==> src/rtl/lsu_pkg.sv <==
// Shared encodings and helpers for the load/store unit.
package lsu_pkg;

    localparam logic [1:0] SZ_B = 2'b00;
    localparam logic [1:0] SZ_H = 2'b01;
    localparam logic [1:0] SZ_W = 2'b10;
    localparam logic [1:0] SZ_D = 2'b11;

    typedef enum logic [2:0] {IDLE, RD, WR, RESP, FAULT} lsu_state_e;

    function automatic int unsigned size_bytes(input logic [1:0] op_size);
        return 32'd1 << op_size;
    endfunction

endpackage

==> src/rtl/lsu_align.sv <==
// Combinational lane logic: load extract/extend, store replicate/merge, byte enables,
// misalignment detection.
module lsu_align
    import lsu_pkg::*;
#(
    parameter int unsigned DATA_W = 32,
    localparam int unsigned NB = DATA_W / 8,
    localparam int unsigned LW = $clog2(NB)
) (
    input  logic [1:0]        size_i,
    input  logic [LW-1:0]     lane_i,
    input  logic              unsigned_i,
    input  logic [DATA_W-1:0] rdata_i,
    input  logic [DATA_W-1:0] store_data_i,
    input  logic [DATA_W-1:0] merge_base_i,
    output logic [DATA_W-1:0] load_data_o,
    output logic [DATA_W-1:0] repl_data_o,
    output logic [DATA_W-1:0] merged_data_o,
    output logic [NB-1:0]     be_o,
    output logic              misalign_o
);

    int unsigned nb_raw;
    int unsigned nb;
    int unsigned nbits;
    int unsigned lane_int;
    logic [DATA_W-1:0] shifted;
    logic ext_bit;

    always_comb begin
        nb_raw   = size_bytes(size_i);
        // Clamp so an illegal dword on a 32-bit path never indexes past the word.
        nb       = (nb_raw > NB) ? NB : nb_raw;
        nbits    = nb * 8;
        lane_int = 32'(lane_i);

        misalign_o = ((lane_int & (nb_raw - 1)) != 0) || ((size_i == SZ_D) && (DATA_W == 32));

        shifted = rdata_i >> (lane_int * 8);
        case (size_i)
            SZ_B:    ext_bit = ~unsigned_i & shifted[7];
            SZ_H:    ext_bit = ~unsigned_i & shifted[15];
            default: ext_bit = ~unsigned_i & shifted[31];
        endcase
        load_data_o = '0;
        for (int unsigned i = 0; i < DATA_W; i++) begin
            load_data_o[i] = (i < nbits) ? shifted[i] : ext_bit;
        end

        case (size_i)
            SZ_B:    repl_data_o = {NB{store_data_i[7:0]}};
            SZ_H:    repl_data_o = {(NB / 2){store_data_i[15:0]}};
            SZ_W:    repl_data_o = {(NB / 4){store_data_i[31:0]}};
            default: repl_data_o = store_data_i;
        endcase

        be_o = '0;
        for (int unsigned i = 0; i < NB; i++) begin
            be_o[i] = (i >= lane_int) && (i < lane_int + nb);
        end

        merged_data_o = merge_base_i;
        for (int unsigned i = 0; i < NB; i++) begin
            if (be_o[i]) begin
                merged_data_o[i*8 +: 8] = repl_data_o[i*8 +: 8];
            end
        end
    end

endmodule

==> src/rtl/lsu_ctrl.sv <==
// Load/store unit: one op at a time, req/ack handshake to data memory, optional
// read-modify-write for sub-word stores on strobe-less memories.
module lsu_ctrl
    import lsu_pkg::*;
#(
    parameter int unsigned DATA_W    = 32,
    parameter int unsigned ADDR_W    = 32,
    parameter int unsigned RMW_STORE = 0
) (
    input  logic                  clk,
    input  logic                  rst,
    input  logic                  op_valid,
    output logic                  op_ready,
    input  logic                  op_load,
    input  logic [1:0]            op_size,
    input  logic                  op_unsigned,
    input  logic [DATA_W-1:0]     base,
    input  logic [DATA_W-1:0]     offset,
    input  logic [DATA_W-1:0]     store_data,
    output logic                  resp_valid,
    output logic                  resp_misalign,
    output logic [DATA_W-1:0]     rd_data,
    output logic                  mem_req,
    output logic                  mem_we,
    output logic [ADDR_W-1:0]     mem_addr,
    output logic [DATA_W-1:0]     mem_wdata,
    output logic [DATA_W/8-1:0]   mem_be,
    input  logic                  mem_ack,
    input  logic [DATA_W-1:0]     mem_rdata
);

    localparam int unsigned NB = DATA_W / 8;
    localparam int unsigned LW = $clog2(NB);
    localparam logic [ADDR_W-1:0] LANE_MASK = ADDR_W'(NB - 1);

    lsu_state_e state_q, state_d;
    logic op_ready_q, op_ready_d;
    logic resp_valid_q, resp_valid_d;
    logic resp_misalign_q, resp_misalign_d;
    logic [DATA_W-1:0] rd_data_q, rd_data_d;
    logic mem_req_q, mem_req_d;
    logic mem_we_q, mem_we_d;
    logic [ADDR_W-1:0] mem_addr_q, mem_addr_d;
    logic [DATA_W-1:0] mem_wdata_q, mem_wdata_d;
    logic [NB-1:0] mem_be_q, mem_be_d;
    logic ld_q, ld_d;
    logic [1:0] size_q, size_d;
    logic uns_q, uns_d;
    logic [LW-1:0] lane_q, lane_d;
    logic [DATA_W-1:0] sdata_q, sdata_d;

    logic [DATA_W-1:0] ea;
    logic in_idle;
    logic [1:0] al_size;
    logic [LW-1:0] al_lane;
    logic al_uns;
    logic [DATA_W-1:0] al_sdata;
    logic [DATA_W-1:0] al_load, al_repl, al_merged;
    logic [NB-1:0] al_be;
    logic al_misalign;

    assign ea       = base + offset;
    assign in_idle  = (state_q == IDLE);
    // In IDLE the aligner looks at the incoming op; afterwards at the latched one.
    assign al_size  = in_idle ? op_size : size_q;
    assign al_lane  = in_idle ? ea[LW-1:0] : lane_q;
    assign al_uns   = in_idle ? op_unsigned : uns_q;
    assign al_sdata = in_idle ? store_data : sdata_q;

    lsu_align #(
        .DATA_W (DATA_W)
    ) u_align (
        .size_i        (al_size),
        .lane_i        (al_lane),
        .unsigned_i    (al_uns),
        .rdata_i       (mem_rdata),
        .store_data_i  (al_sdata),
        .merge_base_i  (mem_rdata),
        .load_data_o   (al_load),
        .repl_data_o   (al_repl),
        .merged_data_o (al_merged),
        .be_o          (al_be),
        .misalign_o    (al_misalign)
    );

    always_comb begin
        state_d         = state_q;
        op_ready_d      = op_ready_q;
        resp_valid_d    = 1'b0;
        resp_misalign_d = 1'b0;
        rd_data_d       = rd_data_q;
        mem_req_d       = mem_req_q;
        mem_we_d        = mem_we_q;
        mem_addr_d      = mem_addr_q;
        mem_wdata_d     = mem_wdata_q;
        mem_be_d        = mem_be_q;
        ld_d            = ld_q;
        size_d          = size_q;
        uns_d           = uns_q;
        lane_d          = lane_q;
        sdata_d         = sdata_q;

        case (state_q)
            IDLE: begin
                if (op_valid && op_ready_q) begin
                    op_ready_d = 1'b0;
                    ld_d       = op_load;
                    size_d     = op_size;
                    uns_d      = op_unsigned;
                    lane_d     = ea[LW-1:0];
                    sdata_d    = store_data;
                    if (al_misalign) begin
                        state_d         = FAULT;
                        resp_valid_d    = 1'b1;
                        resp_misalign_d = 1'b1;
                        rd_data_d       = '0;
                    end else begin
                        mem_req_d  = 1'b1;
                        mem_addr_d = ea[ADDR_W-1:0] & ~LANE_MASK;
                        if (op_load || (RMW_STORE != 0 && size_bytes(op_size) < NB)) begin
                            state_d  = RD;
                            mem_we_d = 1'b0;
                            mem_be_d = '1;
                        end else begin
                            state_d     = WR;
                            mem_we_d    = 1'b1;
                            mem_be_d    = al_be;
                            mem_wdata_d = al_repl;
                        end
                    end
                end
            end
            RD: begin
                if (mem_ack) begin
                    if (ld_q) begin
                        state_d      = RESP;
                        mem_req_d    = 1'b0;
                        resp_valid_d = 1'b1;
                        rd_data_d    = al_load;
                    end else begin
                        state_d     = WR;
                        mem_we_d    = 1'b1;
                        mem_wdata_d = al_merged;
                    end
                end
            end
            WR: begin
                if (mem_ack) begin
                    state_d      = RESP;
                    mem_req_d    = 1'b0;
                    mem_we_d     = 1'b0;
                    resp_valid_d = 1'b1;
                end
            end
            RESP, FAULT: begin
                state_d    = IDLE;
                op_ready_d = 1'b1;
            end
            default: begin
                state_d    = IDLE;
                op_ready_d = 1'b1;
                mem_req_d  = 1'b0;
                mem_we_d   = 1'b0;
            end
        endcase
    end

    always_ff @(posedge clk) begin
        if (rst) begin
            state_q         <= IDLE;
            op_ready_q      <= 1'b1;
            resp_valid_q    <= 1'b0;
            resp_misalign_q <= 1'b0;
            rd_data_q       <= '0;
            mem_req_q       <= 1'b0;
            mem_we_q        <= 1'b0;
            mem_addr_q      <= '0;
            mem_wdata_q     <= '0;
            mem_be_q        <= '0;
            ld_q            <= 1'b0;
            size_q          <= SZ_B;
            uns_q           <= 1'b0;
            lane_q          <= '0;
            sdata_q         <= '0;
        end else begin
            state_q         <= state_d;
            op_ready_q      <= op_ready_d;
            resp_valid_q    <= resp_valid_d;
            resp_misalign_q <= resp_misalign_d;
            rd_data_q       <= rd_data_d;
            mem_req_q       <= mem_req_d;
            mem_we_q        <= mem_we_d;
            mem_addr_q      <= mem_addr_d;
            mem_wdata_q     <= mem_wdata_d;
            mem_be_q        <= mem_be_d;
            ld_q            <= ld_d;
            size_q          <= size_d;
            uns_q           <= uns_d;
            lane_q          <= lane_d;
            sdata_q         <= sdata_d;
        end
    end

    assign op_ready      = op_ready_q;
    assign resp_valid    = resp_valid_q;
    assign resp_misalign = resp_misalign_q;
    assign rd_data       = rd_data_q;
    assign mem_req       = mem_req_q;
    assign mem_we        = mem_we_q;
    assign mem_addr      = mem_addr_q;
    assign mem_wdata     = mem_wdata_q;
    assign mem_be        = mem_be_q;

endmodule

==> config.mk <==
export PLATFORM = sky130hd
export DESIGN_NAME = lsu_ctrl
export DESIGN_NICKNAME = d
export VERILOG_FILES = /design/src/rtl/lsu_pkg.sv /design/src/rtl/lsu_align.sv /design/src/rtl/lsu_ctrl.sv
export SDC_FILE = /design/constraint.sdc
export NUM_CORES = 1
export LEC_CHECK = 0
export ABC_AREA = 1
export CAP_MARGIN = 20
export CORE_MARGIN = 3
export CORE_UTILIZATION = 45
export CTS_BUF_LIST = sky130_fd_sc_hd__clkbuf_4
export DETAILED_ROUTE_END_ITERATION = 16
export PLACE_DENSITY = 0.81
export SKIP_CTS_REPAIR_TIMING = 1
export SYNTH_ARGS = -nofsm -noshare
export SYNTH_HDL_FRONTEND = slang
export SYNTH_SLANG_ARGS = --single-unit
==> constraint.sdc <==
create_clock -name clk -period 4.25 [get_ports clk]
set_clock_uncertainty 0.1 [all_clocks]
set_input_delay 0.6375 -clock clk [delete_from_list [all_inputs] [get_ports clk]]
set_output_delay 0.6375 -clock clk [all_outputs]
set_load 0.02 [all_outputs]
-- Word-level counts from Yosys, hierarchy flattened
Index checks and enable logic that the tools add are counted.
- register bits after elaboration: 144
- input bits: 136
- word-level logic and storage cells: 185
- $add $sub $neg: 3
- order comparisons: 40
- equal/unequal tests: 14
- shifts and indexed selects: 2
- multiplexer cells: 82
- bitwise operators: 9
- reduce and logical (&&, ||, !) cells: 20
- operators with widths (operator ; number):
    $lt A5 B32 Y1 const A ; 16
    $mux W32 ; 11
    $lt A4 B32 Y1 const A ; 8
    $pmux W32 S2 ; 3
    $lt A1 B32 Y1 const A ; 4
    $lt A2 B32 Y1 const A ; 4
    $lt A3 B32 Y1 const A ; 4
    $mux W1 ; 50
    $add A2 B32 Y32 ; 1
    $add A32 B32 Y32 ; 1
    $and A2 B32 Y32 ; 1
    $gt A32 B3 Y1 const B ; 1
    $mux W8 ; 4
    $reduce_bool A32 Y1 ; 1
    $shl A1 B2 Y32 const A ; 1
    $shr A32 B5 Y32 ; 1
    $sub A32 B1 Y32 const B ; 1
    $reduce_and A6 Y1 ; 3
    $mux W3 ; 4
    $ne A2 B2 Y1 const B ; 6
    $pmux W3 S3 ; 1
    $pmux W1 S4 ; 2
    $eq A3 B2 Y1 const B ; 2
    $mux W2 ; 3
    21 further kinds ; 37

-- Depth between registers and ports, before layout
Gate-level depths: netlist (run 1).
- depth in word-level cells: 12
- depth in mapped cells: 19

-- Hierarchy
A second synthesis (run 1) with hierarchy kept.
- cell total of the unflattened synthesis: 1703
- area, all modules: 10060.9 um2
- modules (own cells, without submodules) (module ; instances ; cells each ; area each (um2) ; sequential area each (um2)):
    lsu_ctrl ; 1 ; 1313 ; 8280.4 ; 2882.8
    lsu_align ; 1 ; 390 ; 1780.5 ; 0.0

-- Worst setup path before layout (run 1)
Ideal clock, no wire load.
- path kind: input to register
- from: in offset[0]
- to: reg mem_wdata_q[1] (netlist: mem_wdata[1])
- library setup time: 109 ps
- arrival: 3214 ps
- setup slack: 827 ps
- stages on the path: 17
- path buffers: 2
- cells stage by stage: ha_1 inv_1 fa_1 o21ai_1 buf_2 clkbuf_1 ha_1 nand2_1 nand2_1 nand2_1 o21ai_2 o21ai_2 nand2_1 nand2_1 nand3_1 nand2_1 inv_1
- word-level cells in the longest chain between the ends: 9
- RTL lines (element ; RTL line ; source):
    start: declaration ; lsu_ctrl.sv:18 ; input logic [DATA_W-1:0] offset,
    $add A32 B32 Y32 (*) ; lsu_ctrl.sv:62 ; assign ea = base + offset;
    $mux W2 (*) ; lsu_ctrl.sv:66 ; assign al_lane = in_idle ? ea[LW-1:0] : lane_q;
    $add A2 B32 Y32 ; lsu_align.sv:59 ; be_o[i] = (i >= lane_int) && (i < lane_int + nb);
    $lt A1 B32 Y1 ; lsu_align.sv:59 ;
    $logic_and A1 B1 Y1 ; lsu_align.sv:59 ;
    $mux W8 ; lsu_align.sv:64 ; if (be_o[i]) begin
    $mux W32 ; lsu_ctrl.sv:135 ; if (ld_q) begin
    $mux W32 ; lsu_ctrl.sv:134 ; if (mem_ack) begin
    $pmux W32 S2 ; lsu_ctrl.sv:103 ; case (state_q)
    end signal: assignment ; lsu_ctrl.sv:194 ; mem_wdata_q <= mem_wdata_d;
    end: declaration ; lsu_ctrl.sv:44 ; logic [DATA_W-1:0] mem_wdata_q, mem_wdata_d;
Mark *: on every way between the ends. The rest lies on a longest branch, timed or not. The select of a mux whose other input is x is not followed.
A chain may end at the register's enable or synchronous reset.

-- Final worst setup path (run 1)
- from: reg state_q[1]
- to: reg mem_wdata_q[8] (netlist: mem_wdata[8])
- word-level cells in the longest chain between the ends: 12
- RTL lines (element ; RTL line ; source):
    start: declaration ; lsu_ctrl.sv:36 ; lsu_state_e state_q, state_d;
    start signal: assignment ; lsu_ctrl.sv:186 ; state_q <= state_d;
    $logic_not A3 Y1 ; lsu_ctrl.sv:63, lsu_ctrl.sv:103 ;
    $mux W2 ; lsu_ctrl.sv:65 ; assign al_size = in_idle ? op_size : size_q;
    $shl A1 B2 Y32 ; lsu_pkg.sv:12 ; return 32'd1 << op_size;
    $gt A32 B3 Y1 ; lsu_align.sv:33 ; nb = (nb_raw > NB) ? NB : nb_raw;
    $mux W32 ; lsu_align.sv:33 ;
    $add A2 B32 Y32 ; lsu_align.sv:59 ;
    $lt A1 B32 Y1 ; lsu_align.sv:59 ;
    $logic_and A1 B1 Y1 ; lsu_align.sv:59 ;
    $mux W8 ; lsu_align.sv:64 ;
    $mux W32 ; lsu_ctrl.sv:135 ;
    $mux W32 ; lsu_ctrl.sv:134 ;
    $pmux W32 S2 ; lsu_ctrl.sv:103 ;
Parallel ways exist; a longest one is shown, timed or not. The select of a mux whose other input is x is not followed.

==> impl_metrics.env, run 1 <==
export IMPL_drc=0
export IMPL_worst_slew_pin_slew_ps=937.7
export IMPL_yosysMostFrequentCell="nand2_1"
export IMPL_cts_tree="built"
export IMPL_min_period_ps=3553
export IMPL_setup_viol=0
export IMPL_nets=1834
export IMPL_final_hold_viol_count=0
export IMPL_htreeDepth=4
export IMPL_die_h_um=148.6
export IMPL_cp_arrival_ps=3930
export IMPL_cp_required_ps=4620
export IMPL_design_core_area_um2=19720
export IMPL_antenna_found_initial=1
export IMPL_relSlewSlack_pct=37.49
export IMPL_yosys_area_top_type="dfxtp_1"
export IMPL_reg2regPathDepth=16
export IMPL_ant_nets=0
export IMPL_insertion_delay_ps=580
export IMPL_worstHoldEndpoint="sdata_q[7]$_SDFFE_PP0P_"
export IMPL_async_reset_ff_share_pct=0
export IMPL_vdd_drop_max_uv=397.0
export IMPL_holdPathStages=2
export IMPL_totalWireLength_mm=32.16
export IMPL_syn2layout_area_growth_pct=31.22
export IMPL_n_fill_cell=1884
export IMPL_criticalPathCategory="register to register"
export IMPL_firstDrtPassIters=6
export IMPL_syn_avg_cell_area_um2=6.312
export IMPL_io_pins=241
export IMPL_synth_edf_count=0
export IMPL_drv_cap=0
export IMPL_cp_start_kind="register"
export IMPL_setup_tns_ps=0
export IMPL_clkTransAtPathRegs_ps=150
export IMPL_die_area_um2=22090
export IMPL_r2r_end="mem_wdata[8]$_SDFFE_PP0P_"
export IMPL_powerDensity_nw_per_um2=670.5
export IMPL_multiInputGateArea_um2=5334
export IMPL_hp_class="register to register"
export IMPL_synth_seq_area_share_pct=31.50
export IMPL_whs_ps=356.0
export IMPL_drt_iter0_markers=870
export IMPL_wire_per_inst_um=16.57
export IMPL_synth_area_leaders="dfxtp_1, nand2_1, nand3_1"
export IMPL_yosysWarnings=0
export IMPL_rrSetupSlack_ps=700
export IMPL_row_count=51
export IMPL_grt_pass1_vias=9415
export IMPL_vias=10480
export IMPL_die_w_um=148.6
export IMPL_grt_max_degree=83
export IMPL_min_from="sdata_q[7]$_SDFFE_PP0P_"
export IMPL_cts_inserted_buffers=17
export IMPL_r2r_start="state_q[1]$_SDFFE_PP0P_"
export IMPL_critPathMaxFanout=26
export IMPL_grt_pass1_wl_mm=50.23
export IMPL_syn_area_um2=9153
export IMPL_ys_ff_latch=144
export IMPL_synth_top_area_share_pct=31.50
export IMPL_cts_max_path_buffers=2
export IMPL_dp_final_hpwl_mm=25.22
export IMPL_power_leakage_nw=5.243
export IMPL_seq_area_um2=2883
export IMPL_drive_gt1_share_pct=4.716
export IMPL_cts_sinks=144
export IMPL_synthCells=1450
export IMPL_yosys_top_cells_count="nand2_1, inv_1, nor2_1"
export IMPL_outcome="complete, no violations"
export IMPL_fin_crit_sh_pct=83.61
export IMPL_gr_usage_all_layers_pct=28.44
export IMPL_drv_slew=0
export IMPL_viasPerCell=5.398
export IMPL_clock_fmax_mhz=281.4
export IMPL_cp_end_kind="register"
export IMPL_portBuffers=238
export IMPL_rsz0062_at_grt="no"
export IMPL_overflow=0
export IMPL_synth_distinct_cells=47
export IMPL_synth_ff_type="dfxtp_1"
export IMPL_root_buffer="clkbuf_4"
export IMPL_place_gp_congestion=0.9670
export IMPL_start_util_pct=46.42
-- worst max-delay path, cell delays in order (launching register included) --
cell      delay (ps)
dfxtp_1          370
nor2_4           200
nand2_4          170
nand2_1          140
o21ai_4          190
nor2_2           420
clkinv_1         390
ha_1             300
inv_1             60
nand3_2          150
nand2_4          140
nand2_4          100
inv_2            250
buf_12           200
o21ai_0          100
nor2_1            90
nor2_1            50
-- metrics by stage --
stage | setup slack (ps) | power (mW) | utilization, % | instance area (um^2) | cells
after floorplan | 826.9 | 5.422 | - | 9156 | 1451
after global placement | 558.0 | 7.040 | 59.47 | 11730 | 1908
after detailed placement | 462.3 | 7.092 | 59.47 | 11730 | 1908
after CTS | 744.9 | 7.986 | 60.90 | 12010 | 1940
after global routing | 406.2 | 8.692 | 60.91 | 12010 | 1941
final | 696.7 | 8.053 | 60.91 | 12010 | 1941
-- area by class of cell --
cell class                 count  area share [%]
tap                          265           2.761
inverter                     158           4.938
sequential                   144           24.00
clock inverter                15           1.281
clock buffer                  17           1.063
multi-input combinational   1077           44.41
antenna                        1         0.02084
timing repair buffer         264           21.52
-- metal layers --
metal | global-route usage (%) | up-vias | wire (um)
met3 | 4.723 | 72 | 2247
met5 | 0 | - | 0
met1 | 39.07 | 4771 | 14260
met4 | 10.76 | 0 | 1044
met2 | 44.94 | 465 | 14610
li1 | - | 5169 | -
-- sequential cells by signal (all words and copies together), names as in the netlist --
signal and flops:
resp_misalign 1, resp_valid 1, rd_data 32, mem_addr 30
uns_q 1, op_ready 1, size_q 2, mem_req 1
mem_wdata 32, ld_q 1, sdata_q 32, state_q 3
mem_we 1, lane_q 2, mem_be 4
-- cells by family (layout without fill, tap and decap cells) --
logic type      count (synthesis)  after routing  share of synthesized area, %
compound gates                325            325                         20.14
xor+xnor                        9              9                        0.8612
fa+ha+maj                      36             36                         5.085
buf+inv                       230            454                         10.35
flops                         144            144                         31.50
other cells                     1              3                       0.04097
simple gates                  705            705                         32.03
-- worst max-delay path by stage --
stage,start,to,slack (ps),depth (start not counted)
floorplan,offset[0],mem_wdata[1]$_SDFFE_PP0P_,830,17
global placement,op_size[1],mem_wdata[16]$_SDFFE_PP0P_,560,17
detailed placement,op_size[1],mem_wdata[8]$_SDFFE_PP0P_,460,15
CTS,state_q[1]$_SDFFE_PP0P_,mem_wdata[11]$_SDFFE_PP0P_,740,16
global route,state_q[1]$_SDFFE_PP0P_,mem_wdata[30]$_SDFFE_PP0P_,410,15
finish,state_q[1]$_SDFFE_PP0P_,mem_wdata[8]$_SDFFE_PP0P_,700,16
-- cells in the final DEF (no fill, tap or decap), drive strengths merged, types with 2 or more instances in the layout --
| cell type | n |
|---|---|
| nand2 | 384 |
| clkdlybuf4s50 | 237 |
| inv | 162 |
| nor2 | 156 |
| dfxtp | 144 |
| nand3 | 133 |
| o21ai | 131 |
| a21oi | 121 |
| ha | 34 |
| buf | 27 |
| o211ai | 24 |
| a211oi | 17 |
| clkbuf | 17 |
| nor3 | 12 |
| a31oi | 9 |
| o21a | 8 |
| and2 | 7 |
| clkinv | 7 |
| xor2 | 5 |
| nand3b | 4 |
| a21o | 4 |
| xnor2 | 4 |
| o21bai | 4 |
| a22oi | 4 |
| nand4 | 3 |
| clkinvlp | 3 |
| nor4 | 2 |
| or2 | 2 |
| fa | 2 |
| conb | 2 |
| o22ai | 2 |
-- where the power goes --
| part | total [mW] | switching [mW] | leakage (nW) | internal (mW) |
|---|---|---|---|---|
| registers | 1.98 | 0.222 | 1.18 | 1.76 |
| logic | 5.18 | 3.36 | 3.92 | 1.82 |
| clock network | 0.890 | 0.584 | 0.142 | 0.306 |
| total | 8.05 | 4.17 | 5.24 | 3.88 |
No activity file was read; power rests on OpenSTA's default activity.
==> run 2, diff against run 1 <==
PLACE_DENSITY = 0.84   (was 0.81)
clock period = 3.1 ns   (was 4.25 ns; I/O delays follow)
==> run 2 against run 1 <==
Net effect: combinational power up 46%; total power up 43%; largest cell class unchanged; critical path depth grew 1; register-to-register slack got worse by 510 ps; clock power up 37%.
==> impl_metrics.env, run 2 (synthesized netlist as in run 1, its figures left out) <==
export IMPL_final_common_cell="nand2_1"
export IMPL_p_sw_mw=5.839
export IMPL_cp_required_ps=3470
export IMPL_relSlewSlack_pct=34.74
export IMPL_comb_power_share_pct=65.7
export IMPL_cp_end_kind="register"
export IMPL_internal_power_mw=5.692
export IMPL_setup_viol=0
export IMPL_antenna_found_initial=2
export IMPL_die_h_um=148.6
export IMPL_fin_crit_sh_pct=94.11
export IMPL_grt_max_degree=83
export IMPL_vdd_drop_max_uv=480.4
export IMPL_min_period_ps=2917
export IMPL_ant_nets=0
export IMPL_crit_path_top_delay_cell="fa_1"
export IMPL_p_sw_share_pct=50.63
export IMPL_syn2layout_area_growth_pct=34.63
export IMPL_drive_gt1_share_pct=6.913
export IMPL_clkPwrFrac_pct=10.6
export IMPL_nets=1866
export IMPL_design_core_area_um2=19720
export IMPL_cts_max_path_buffers=2
export IMPL_cp_common_cell="nand2_1"
export IMPL_cp_start_kind="register"
export IMPL_gr_usage_all_layers_pct=29.35
export IMPL_portBuffers=238
export IMPL_place_gp_congestion=0.9651
export IMPL_clkTransAtPathRegs_ps=150
export IMPL_row_count=51
export IMPL_outcome="complete, no violations"
export IMPL_power_leakage_nw=5.417
export IMPL_root_buffer="clkbuf_4"
export IMPL_wire_per_inst_um=16.72
export IMPL_whs_ps=327.7
export IMPL_drc=0
export IMPL_cp_top_family="simple AND/OR/NAND/NOR gates"
export IMPL_drv_slew=0
export IMPL_cts_tree="built"
export IMPL_critPathMaxFanout=8
export IMPL_path_cells="nor2_4 > nand2_4 > nand2_1 > o21ai_1 > buf_4 > nor2_2 > ha_1 > inv_1 > fa_1 > nor2_1 > nand2_1 > nand2_1 > o21ai_4 > nor2_4 > clkinvlp_4 > nand2_1 > a21oi_1"
export IMPL_critical_path_buf_inv_count=3
export IMPL_final_hold_viol_count=0
export IMPL_die_w_um=148.6
export IMPL_dp_cells=1936
export IMPL_insertion_delay_ps=590
export IMPL_die_area_um2=22090
export IMPL_final_cell_count_no_fill=1973
export IMPL_grt_pass1_wl_mm=51.69
export IMPL_n_fill_cell=1849
export IMPL_vias=10600
export IMPL_hp_class="input port to register"
export IMPL_drv_cap=0
export IMPL_firstDrtPassIters=8
export IMPL_final_cell_mix="nand2_1, clkdlybuf4s50_1, inv_1"
export IMPL_powerDensity_nw_per_um2=935.8
export IMPL_totalWireLength_mm=32.99
export IMPL_cp_arrival_ps=3290
export IMPL_cts_inserted_buffers=17
export IMPL_htreeDepth=4
export IMPL_p_total_mw=11.53
export IMPL_critPathMaxStageDelay_ps=450
export IMPL_cts_sinks=144
export IMPL_criticalPathCategory="register to register"
export IMPL_start_util_pct=46.42
export IMPL_grt_pass1_vias=9895
export IMPL_io_pins=241
export IMPL_drt_iter0_markers=925
export IMPL_worst_slew_pin_slew_ps=978.9
export IMPL_rsz0062_at_grt="no"
export IMPL_clock_fmax_mhz=342.8
export IMPL_viasPerCell=5.370
export IMPL_overflow=0
export IMPL_utilization_pct=62.49
export IMPL_power_frac_seq_pct=23.7
export IMPL_dp_final_hpwl_mm=26.03
==> run 2: cell types whose count changed in the layout (fill, tap and decap cells not counted), sizes merged <==
cell	before	now
buf	27	59
clkinvlp	3	4
inv	162	161
==> run 2: final cells by class <==
cell class / instances / area [um^2] / area share, %
multi-input cells: 1077 / 5371 / 43.59
flip-flops and latches: 144 / 2883 / 23.40
repair buffers: 296 / 2854 / 23.16
inverters: 158 / 596.8 / 4.844
well taps: 265 / 331.6 / 2.691
clock inverters: 15 / 155.1 / 1.259
clock buffers: 17 / 127.6 / 1.036
diodes: 1 / 2.502 / 0.02031
==> run 2: worst paths after layout <==
path | startpoint | depth (start not counted) | slack, ps | end
hold / removal | op_size[0] | 3 | 330 | size_q[0]$_SDFFE_PP0P_
setup / recovery | state_q[1]$_SDFFE_PP0P_ | 17 | 180 | mem_wdata[25]$_SDFFE_PP0P_
hold reg to reg | sdata_q[7]$_SDFFE_PP0P_ | 2 | 370 | sdata_q[7]$_SDFFE_PP0P_
setup reg to reg | state_q[1]$_SDFFE_PP0P_ | 17 | 180 | mem_wdata[25]$_SDFFE_PP0P_
==> run 2: worst reg2reg max path: stages, from the launching register on <==
cell and delay (ps):
dfxtp_1 370, nor2_4 150, nand2_4 100, nand2_1 70, o21ai_1 70, buf_4 140, nor2_2 120, ha_1 180
inv_1 60, fa_1 450, nor2_1 110, nand2_1 50, nand2_1 100, o21ai_4 130, nor2_4 230, clkinvlp_4 210
nand2_1 120, a21oi_1 60
==> run 2: power by group through the flow <==
stage / Clock [mW] / Combinational [mW] / Sequential (mW)
after CTS: 1.24 / 7.42 / 2.72
after detailed placement: 0 / 7.39 / 2.76
after floorplan: 0 / 4.39 / 3.11
after global placement: 0 / 7.27 / 2.75
after global routing: 1.32 / 8.32 / 2.78
final: 1.22 / 7.58 / 2.73
==> run 2: stage by stage <==
step,worst slack (ps),setup TNS [ps],cell area (um^2)
after global routing,2.939,0,12320
after CTS,148.0,0,12260
after global placement,-326.7,-18100,11980
after floorplan,-8.893,-111.5,9178
final,182.7,0,12320
after detailed placement,-420.4,-22270,11980
==> run 2: metal layers <==
layer	wire, um	global-route usage [%]	vias to the layer above
met1	13680	38.14	4802
li1	-	-	5234
met5	0	0	-
met4	1150	10.99	0
met2	15460	48.12	478
met3	2695	6.124	81
==> run 3, diff against run 2 <==
CTS_BUF_LIST = not set   (was sky130_fd_sc_hd__clkbuf_4)
PLACE_DENSITY = 0.81   (was 0.84)
clock period = 3.7 ns   (was 3.1 ns; I/O delays follow)
==> run 3 against run 2 <==
Net effect: hold slack better by 25 ps; register-to-register slack gained 400 ps; global-route usage fell by 0.37 points; design area rose by 0.24%; utilization rose by 0.15 points; final cell count down 1.6%; combinational power shrank 21%; critical endpoint is now mem_wdata[11]$_SDFFE_PP0P_; largest cell class unchanged; largest power group unchanged.
==> impl_metrics.env, run 3 (synthesized netlist as in run 1, its figures left out) <==
export IMPL_die_area_um2=22090
export IMPL_vdd_drop_max_uv=486.3
export IMPL_final_cell_count_no_fill=1942
export IMPL_whs_ps=353.2
export IMPL_cp_arrival_ps=3410
export IMPL_overflow=0
export IMPL_syn2layout_area_growth_pct=34.96
export IMPL_cp_startpoint="offset[0]"
export IMPL_final_hold_viol_count=0
export IMPL_setup_viol=0
export IMPL_pre_cts_slack_ps=147.3
export IMPL_crit_path_top_delay_cell="fa_1"
export IMPL_place_gp_congestion=0.9392
export IMPL_diodes=0
export IMPL_min_from="sdata_q[7]$_SDFFE_PP0P_"
export IMPL_cts_tree="built"
export IMPL_final_cell_mix="nand2_1, clkdlybuf4s50_1, inv_1"
export IMPL_r2r_start="state_q[1]$_SDFFE_PP0P_"
export IMPL_worstSetupPathDepth=16
export IMPL_ant_nets=0
export IMPL_hp_class="register to register"
export IMPL_power_leakage_nw=5.396
export IMPL_rrSetupSlack_ps=580
export IMPL_grt_max_degree=83
export IMPL_path_cells="clkdlybuf4s50_1 > ha_1 > inv_1 > fa_1 > inv_1 > o21ai_4 > fa_1 > nor2_1 > nand2_1 > nand2_1 > o21ai_2 > o21ai_4 > nand2_1 > o21ai_0 > nor2_1 > nor2_1"
export IMPL_start_util_pct=46.42
export IMPL_grt_pass1_vias=9729
export IMPL_design_core_area_um2=19720
export IMPL_grt_pass1_wl_mm=51.27
export IMPL_clkTransAtPathRegs_ps=70
export IMPL_clock_fmax_mhz=318.7
export IMPL_powerDensity_nw_per_um2=814.1
export IMPL_die_h_um=148.6
export IMPL_drive_gt1_share_pct=4.890
export IMPL_worst_slack_ps=562.3
export IMPL_critPathMaxStageDelay_ps=500
export IMPL_viasPerCell=5.374
export IMPL_p_total_mw=10.06
export IMPL_criticalPathCategory="input port to register"
export IMPL_dp_cells=1910
export IMPL_gr_usage_all_layers_pct=28.98
export IMPL_outcome="complete, no violations"
export IMPL_drv_cap=0
export IMPL_cts_max_path_buffers=2
export IMPL_die_w_um=148.6
export IMPL_wire_per_inst_um=16.73
export IMPL_relSlewSlack_pct=36.75
export IMPL_cp_end_kind="register"
export IMPL_rsz0062_at_grt="no"
export IMPL_cp_start_kind="input port"
export IMPL_min_period_ps=3138
export IMPL_insertion_delay_ps=440
export IMPL_nets=1836
export IMPL_drt_iter0_markers=848
export IMPL_setup_tns_ps=0
export IMPL_dp_final_hpwl_mm=25.19
export IMPL_r2r_end="mem_wdata[9]$_SDFFE_PP0P_"
export IMPL_row_count=51
export IMPL_cts_sinks=144
export IMPL_root_buffer="clkbuf_16"
export IMPL_totalWireLength_mm=32.48
export IMPL_final_common_cell="nand2_1"
export IMPL_cp_top_family="adder cells"
export IMPL_fin_crit_sh_pct=84.80
export IMPL_reg2regPathDepth=17
export IMPL_cp_required_ps=3980
export IMPL_htreeDepth=4
export IMPL_firstDrtPassIters=5
export IMPL_worst_slew_pin_slew_ps=948.8
export IMPL_drv_slew=0
export IMPL_critical_path_buf_inv_count=3
export IMPL_critical_path_endpoint="mem_wdata[11]$_SDFFE_PP0P_"
export IMPL_antenna_found_initial=2
export IMPL_vias=10440
export IMPL_drc=0
export IMPL_portBuffers=238
export IMPL_cts_inserted_buffers=17
export IMPL_critPathMaxFanout=8
export IMPL_io_pins=241
## run 3: cell type report
cell class / count / area, um^2
Sequential cell: 144 / 2883
Timing Repair Buffer: 266 / 2613
Multi-Input combinational cell: 1077 / 5334
Tap cell: 265 / 331.6
Clock inverter: 15 / 172.7
Clock buffer: 17 / 425.4
Inverter: 158 / 593.1
Fill cell: 1825 / 7366
## run 3: worst min-delay path by stage
stage                              endpoint  cells after the start
CTS                 sdata_q[7]$_SDFFE_PP0P_                      2
global route           mem_req$_SDFFE_PP0P_                      2
detailed placement  sdata_q[7]$_SDFFE_PP0P_                      2
global placement    sdata_q[7]$_SDFFE_PP0P_                      2
finish              sdata_q[7]$_SDFFE_PP0P_                      2
floorplan           sdata_q[7]$_SDFFE_PP0P_                      2
## run 3: metrics by stage
stage,utilization (%),instance area [um^2]
2_1_floorplan,-,9156
3_3_place_gp,59.61,11750
3_5_place_dp,59.61,11750
4_1_cts,62.64,12350
5_1_grt,62.64,12350
6_report,62.64,12350
## run 3: layer usage
metal	global-route usage, %	wire, um
met1	37.89	13550
met5	0	34
met4	10.62	1136
met3	5.606	2689
met2	47.65	15070
## run 3: report_power, final
group | internal (mW) | switching, mW | total [mW]
Clock | 1.01 | 0.765 | 1.78
Combinational | 2.11 | 3.88 | 5.99
Sequential | 2.03 | 0.257 | 2.29
## run 3: worst register-to-register path, stage by stage, from the launching register on
cell,delay [ps]
dfxtp_1,350
nor2_4,220
nand2_4,170
nand2_1,90
o21ai_1,120
nor2_2,170
buf_4,260
clkinv_1,130
ha_1,190
inv_1,60
nand3_2,150
nand2_4,160
nand2_4,110
inv_2,260
buf_12,240
o21ai_0,120
nor2_1,100
nor2_1,40
